$ cat config.mk
export PLATFORM = sky130hd
export DESIGN_NAME = fifo_loopback_mc
export DESIGN_NICKNAME = d
export VERILOG_FILES = /design/src/rtl/fifo_loopback_mc.sv
export SDC_FILE = /design/constraint.sdc
export NUM_CORES = 1
export LEC_CHECK = 0
export BUFFER_PORTS_ARGS = -buffer_cell sky130_fd_sc_hd__clkbuf_2
export CORE_UTILIZATION = 40
export DETAILED_ROUTE_END_ITERATION = 8
export PLACE_DENSITY = 0.65
export SYNTH_ARGS = -nofsm -noshare
export SYNTH_HDL_FRONTEND = slang
export SYNTH_SLANG_ARGS = --single-unit
$ cat constraint.sdc
create_clock -name clk -period 2.7 [get_ports clk]
set_input_delay 0.54 -clock clk [delete_from_list [all_inputs] [get_ports clk]]
set_output_delay 0.54 -clock clk [all_outputs]
set_load 0.01 [all_outputs]
$ cat src/rtl/fifo_loopback_mc.sv
// Multi-channel stream loopback: per-channel FIFOs merged onto one egress stream
// by a round-robin arbiter that holds its grant while the consumer stalls.
module fifo_loopback_mc #(
    parameter int unsigned WIDTH        = 8,
    parameter int unsigned DEPTH        = 4,
    parameter int unsigned CHANNELS     = 2,
    parameter int unsigned AFULL_THRESH = 3,
    localparam int unsigned CW          = $clog2(DEPTH + 1),
    localparam int unsigned IW          = $clog2(CHANNELS)
) (
    input  logic                      clk,
    input  logic                      rst,
    input  logic                      flush,
    input  logic [CHANNELS-1:0]       in_valid,
    input  logic [CHANNELS*WIDTH-1:0] in_data,
    output logic [CHANNELS-1:0]       in_ready,
    input  logic                      out_ready,
    output logic                      out_valid,
    output logic [WIDTH-1:0]          out_data,
    output logic [IW-1:0]             out_chan,
    output logic [CHANNELS*CW-1:0]    count,
    output logic [CHANNELS-1:0]       afull
);

    localparam int unsigned PW = $clog2(DEPTH);

    logic [CHANNELS-1:0] nonempty;
    logic [CHANNELS-1:0] push;
    logic [CHANNELS-1:0] pop;
    logic [WIDTH-1:0]    head [CHANNELS];
    logic [IW-1:0]       rr_ptr;
    logic [IW-1:0]       lock_chan;
    logic                lock;
    logic [IW-1:0]       grant;
    logic                handshake;

    // First non-empty channel at or after start, searching cyclically.
    function automatic logic [IW-1:0] rr_pick(input logic [CHANNELS-1:0] ne,
                                              input logic [IW-1:0] start);
        logic [IW-1:0] sel;
        logic          found;
        int unsigned   idx;
        sel   = start;
        found = 1'b0;
        for (int unsigned k = 0; k < CHANNELS; k++) begin
            idx = 32'(start) + k;
            if (idx >= CHANNELS) idx = idx - CHANNELS;
            if (!found && ne[IW'(idx)]) begin
                sel   = IW'(idx);
                found = 1'b1;
            end
        end
        return sel;
    endfunction

    for (genvar i = 0; i < CHANNELS; i++) begin : g_ch
        logic [WIDTH-1:0] mem [DEPTH];
        logic [PW-1:0]    wptr;
        logic [PW-1:0]    rptr;
        logic [CW-1:0]    cnt;

        assign nonempty[i]         = (cnt != '0);
        assign in_ready[i]         = (cnt < CW'(DEPTH)) & ~flush;
        assign push[i]             = in_valid[i] & in_ready[i];
        assign pop[i]              = handshake & (grant == IW'(i));
        assign head[i]             = mem[rptr];
        assign count[i*CW +: CW]   = cnt;
        assign afull[i]            = (cnt >= CW'(AFULL_THRESH));

        always_ff @(posedge clk) begin
            if (push[i]) mem[wptr] <= in_data[i*WIDTH +: WIDTH];
        end

        // Pointers wrap naturally; count cannot overflow thanks to in_ready gating.
        always_ff @(posedge clk) begin
            if (!rst || flush) begin
                wptr <= '0;
                rptr <= '0;
                cnt  <= '0;
            end else begin
                if (push[i]) wptr <= wptr + PW'(1);
                if (pop[i])  rptr <= rptr + PW'(1);
                if (push[i] && !pop[i])      cnt <= cnt + CW'(1);
                else if (!push[i] && pop[i]) cnt <= cnt - CW'(1);
            end
        end
    end

    always_comb begin
        grant     = lock ? lock_chan : rr_pick(nonempty, rr_ptr);
        out_valid = (|nonempty) & ~flush;
        handshake = out_valid & out_ready;
        out_chan  = grant;
        out_data  = head[grant];
    end

    // Round-robin pointer and grant lock held across egress stalls.
    always_ff @(posedge clk) begin
        if (!rst || flush) begin
            rr_ptr    <= '0;
            lock      <= 1'b0;
            lock_chan <= '0;
        end else if (handshake) begin
            lock   <= 1'b0;
            rr_ptr <= (grant == IW'(CHANNELS - 1)) ? '0 : grant + IW'(1);
        end else if (out_valid) begin
            lock      <= 1'b1;
            lock_chan <= grant;
        end
    end

endmodule

==> impl_metrics.tcl <==
set metrics [dict create \
    fp.dieArea_sq_um 9430 \
    peakVddDrop_uv 256 \
    cp.arrival_ns 2.18 \
    grt_overflow 0 \
    worst_slew_pin_slew_ns 0.556 \
    netSwitchingPower_uw 629 \
    ys_top_cells_by_area "edfxtp_1 53%, dfxtp_1 12%, mux4_2 10%" \
    hold_end "g_ch[1].mem[0][4]" \
    crit_fanout 5 \
    diodes 0 \
    ys_seq_area_share_pct 64.7 \
    cpMostUsedCell "mux2_4" \
    gp_congestion 0.718 \
    cts-root-buf "clkbuf_8" \
    worst-path-buf-inv 2 \
    p_int_uw 2040 \
    synth_cell_type_count 39 \
    timing.fmax_ghz 0.368 \
    p_per_area_nw_per_um2 605 \
    ctsHoldBuffers 0 \
    rr_worst_depth 12 \
    grt.total_usage_pct 13.1 \
    antenna_found_initial 0 \
    min_path_cells 1 \
    final_common_cell "edfxtp_1" \
    syn_inst 219 \
    clk_latency_ns 0.35 \
    netlist_area_sq_um 3620 \
    cp_top_family "simple AND/OR/NAND/NOR gates" \
    fin_crit_sh_pct 101 \
    seq_area_sq_um 2340 \
    dr.pass1.iters 4 \
    dpl.cell_count 376 \
    path_clk_slew_ns 0.09 \
    critPathRequiredTime_ns 2.16 \
    setup_violations 8 \
    r2r_start "g_ch[1].cnt[0]" \
    hp-class "in -> reg" \
    rsz0062_at_grt "true" \
    ys_warn_count 0 \
    htreeDepth 3 \
    final_layout_size_suffix_gt1_share_pct 42.1 \
    whs_ns 0.406 \
    crit_chain "or4_4 -> mux2_4 -> nand2_8 -> buf_8 -> mux2_4 -> buf_6" \
    slew_violations 0 \
    initial_core_util_pct 41.5 \
    synth-seq-cells 85 \
    grt_pass1_vias 1909 \
    grt_pass1_wl_um 9310 \
    avgRoutedWirePerCell_um 15.1 \
    r2r_slack_ns 0.12 \
    p_leak_uw 0.00167 \
    io_buffers 41 \
    pwr-share-clk_pct 33.4 \
    slew_headroom_pct 62.9 \
    setup-tns-final_ns -0.113 \
    cts.sinks 85 \
    hold_start "in_data[12]" \
    postRouteAntennaNets 0 \
    synth.avg_cell_area_sq_um 16.5 \
    violations "negative setup slack" \
    fillCellCount 713 \
    drv_cap 0 \
    ctsLongestPathBuffers 2 \
    synth_top_area_share_pct 53.1 \
    final_nets 322 \
    worst_clock_skew_ns 0.0115 \
    dr_total_vias 1962 \
    numCtsBuffers 9 \
    setup_ws_ns -0.0205 \
    drt-total-wl_um 6040 \
    rows 34 \
    drt-initial-drc-count 69 \
    worst_setup_path_end_kind "output port" \
    viasPerCell 4.91 \
    yosysTopAreaCell "edfxtp_1" \
    combPwrFrac_pct 12.6 \
    layout_common_cells "64 x edfxtp_1, 34 x clkbuf_2, 22 x buf_4, 19 x dfxtp_1, 16 x mux4_2" \
    syn_to_final_growth_pct 21.9 \
    grt_max_degree 16 \
    place_ws_ns 0.0779 \
    min_period_ns 2.72 \
    outcome "complete, but fails checks" \
    r2r-end "g_ch[1].cnt[2]" \
    cp_slowest_cell "or4_4" \
    core_sq_um 8720 \
    crit_path_start_kind "flop" \
    seqPwrFrac_pct 53.9 \
    max_stage_delay_ns 0.53 \
    multiInputGateArea_sq_um 1250 \
    synth_nets 253 \
    drc 0 \
    finalHoldViolCount 0 \
    final_cells 400 \
    ios 42 \
    cts_tree "built" \
    swShare_pct 23.5 \
    die_w_um 97.1 \
    postLayoutCoreUtil_pct 50.6 \
    hpwlAfterDp_um 4160 \
    path_class "reg -> out" \
    die_y_um 97.1 \
]
==> synthesized netlist by cell type <==
cell type and n:
edfxtp_1 64, dfxtp_1 21, mux4_2 16, nor2_1 13, ha_1 10, inv_1 9
and2_1 8, mux2_4 8, mux2i_1 8, a21oi_1 6, nand2b_1 6, buf_1 5
nand2_1 4, xor2_1 4, a211oi_1 3, buf_6 2, fa_1 2, nor2b_1 2
nor3_1 2, nor3b_2 2, o211ai_1 2, o21ai_0 2, or3_1 2, or3_2 2
xnor2_1 2, a21boi_0 1, a21o_1 1, a21o_2 1, a311oi_1 1, clkbuf_1 1
maj3_1 1, mux2_2 1, nand2_2 1, nand3_1 1, o2111a_1 1, o211ai_2 1
o311ai_0 1, o31ai_1 1, or4_4 1
==> layer usage <==
metal  wire length [um]  GRT usage, %  vias to the layer above
li1                   -             -                      964
met1               2810          16.6                      944
met2               2900          21.2                       47
met3                260          4.03                        7
met4                 65          4.82                        0
met5                  0             0                        -
==> state kept, by name (all words and copies together), names as in the netlist, named ones only <==
register   cells
rr_ptr         1
lock_chan      1
g_ch.wptr      4
lock           1
g_ch.rptr      4
g_ch.mem      64
g_ch.cnt       6
==> cell families after synthesis <==
| group | count (synthesis) | synth area share (%) |
|---|---|---|
| mux | 33 | 15.8 |
| fa+ha+maj | 13 | 4.84 |
| simple gates | 44 | 6.88 |
| buf+inv | 17 | 2.18 |
| flops | 85 | 64.7 |
| compound gates | 21 | 4.15 |
| xor+xnor | 6 | 1.45 |
==> power by group through the flow <==
stage	combinational, uW	clock (uW)	sequential [uW]
2_1_floorplan	169	0	1470
3_3_place_gp	269	0	1470
3_5_place_dp	271	0	1470
4_1_cts	279	909	1440
5_1_grt	364	959	1440
6_report	337	893	1440
==> what timing repair did <==
action,CTS,global route
hold endpoints to repair,0,0
setup buffers,0,9
setup endpoints to repair,8,10
resized for setup,2,33
pin swaps,2,5
==> cell type report <==
class                   count  area share (%)
repair buffers             66            10.3
clock inverters             6            1.62
clock buffers               9            2.81
inverters                   9           0.766
well taps                 108            3.06
flip-flops and latches     85            53.1
multi-input cells         117            28.3
==> per-stage QoR <==
step	instance area [sq um]	total power, uW
after global routing	4410	2770
after global placement	4040	1740
after detailed placement	4040	1740
final	4410	2670
after CTS	4250	2630
after floorplan	3620	1640
==> worst max path at each step <==
| stage | endpoint | startpoint | slack (ns) | depth (start not counted) |
|---|---|---|---|---|
| after global placement | g_ch[1].cnt[2] | rr_ptr | 0.13 | 9 |
| after floorplan | g_ch[1].cnt[2] | g_ch[1].cnt[2] | 0.006 | 10 |
| final | out_data[4] | rr_ptr | -0.02 | 6 |
| after global routing | out_data[7] | rr_ptr | -0.09 | 6 |
| after CTS | out_data[1] | g_ch[1].cnt[0] | 0.002 | 7 |
| after detailed placement | g_ch[1].cnt[2] | rr_ptr | 0.08 | 9 |
Power figures use the tool's default switching activity.
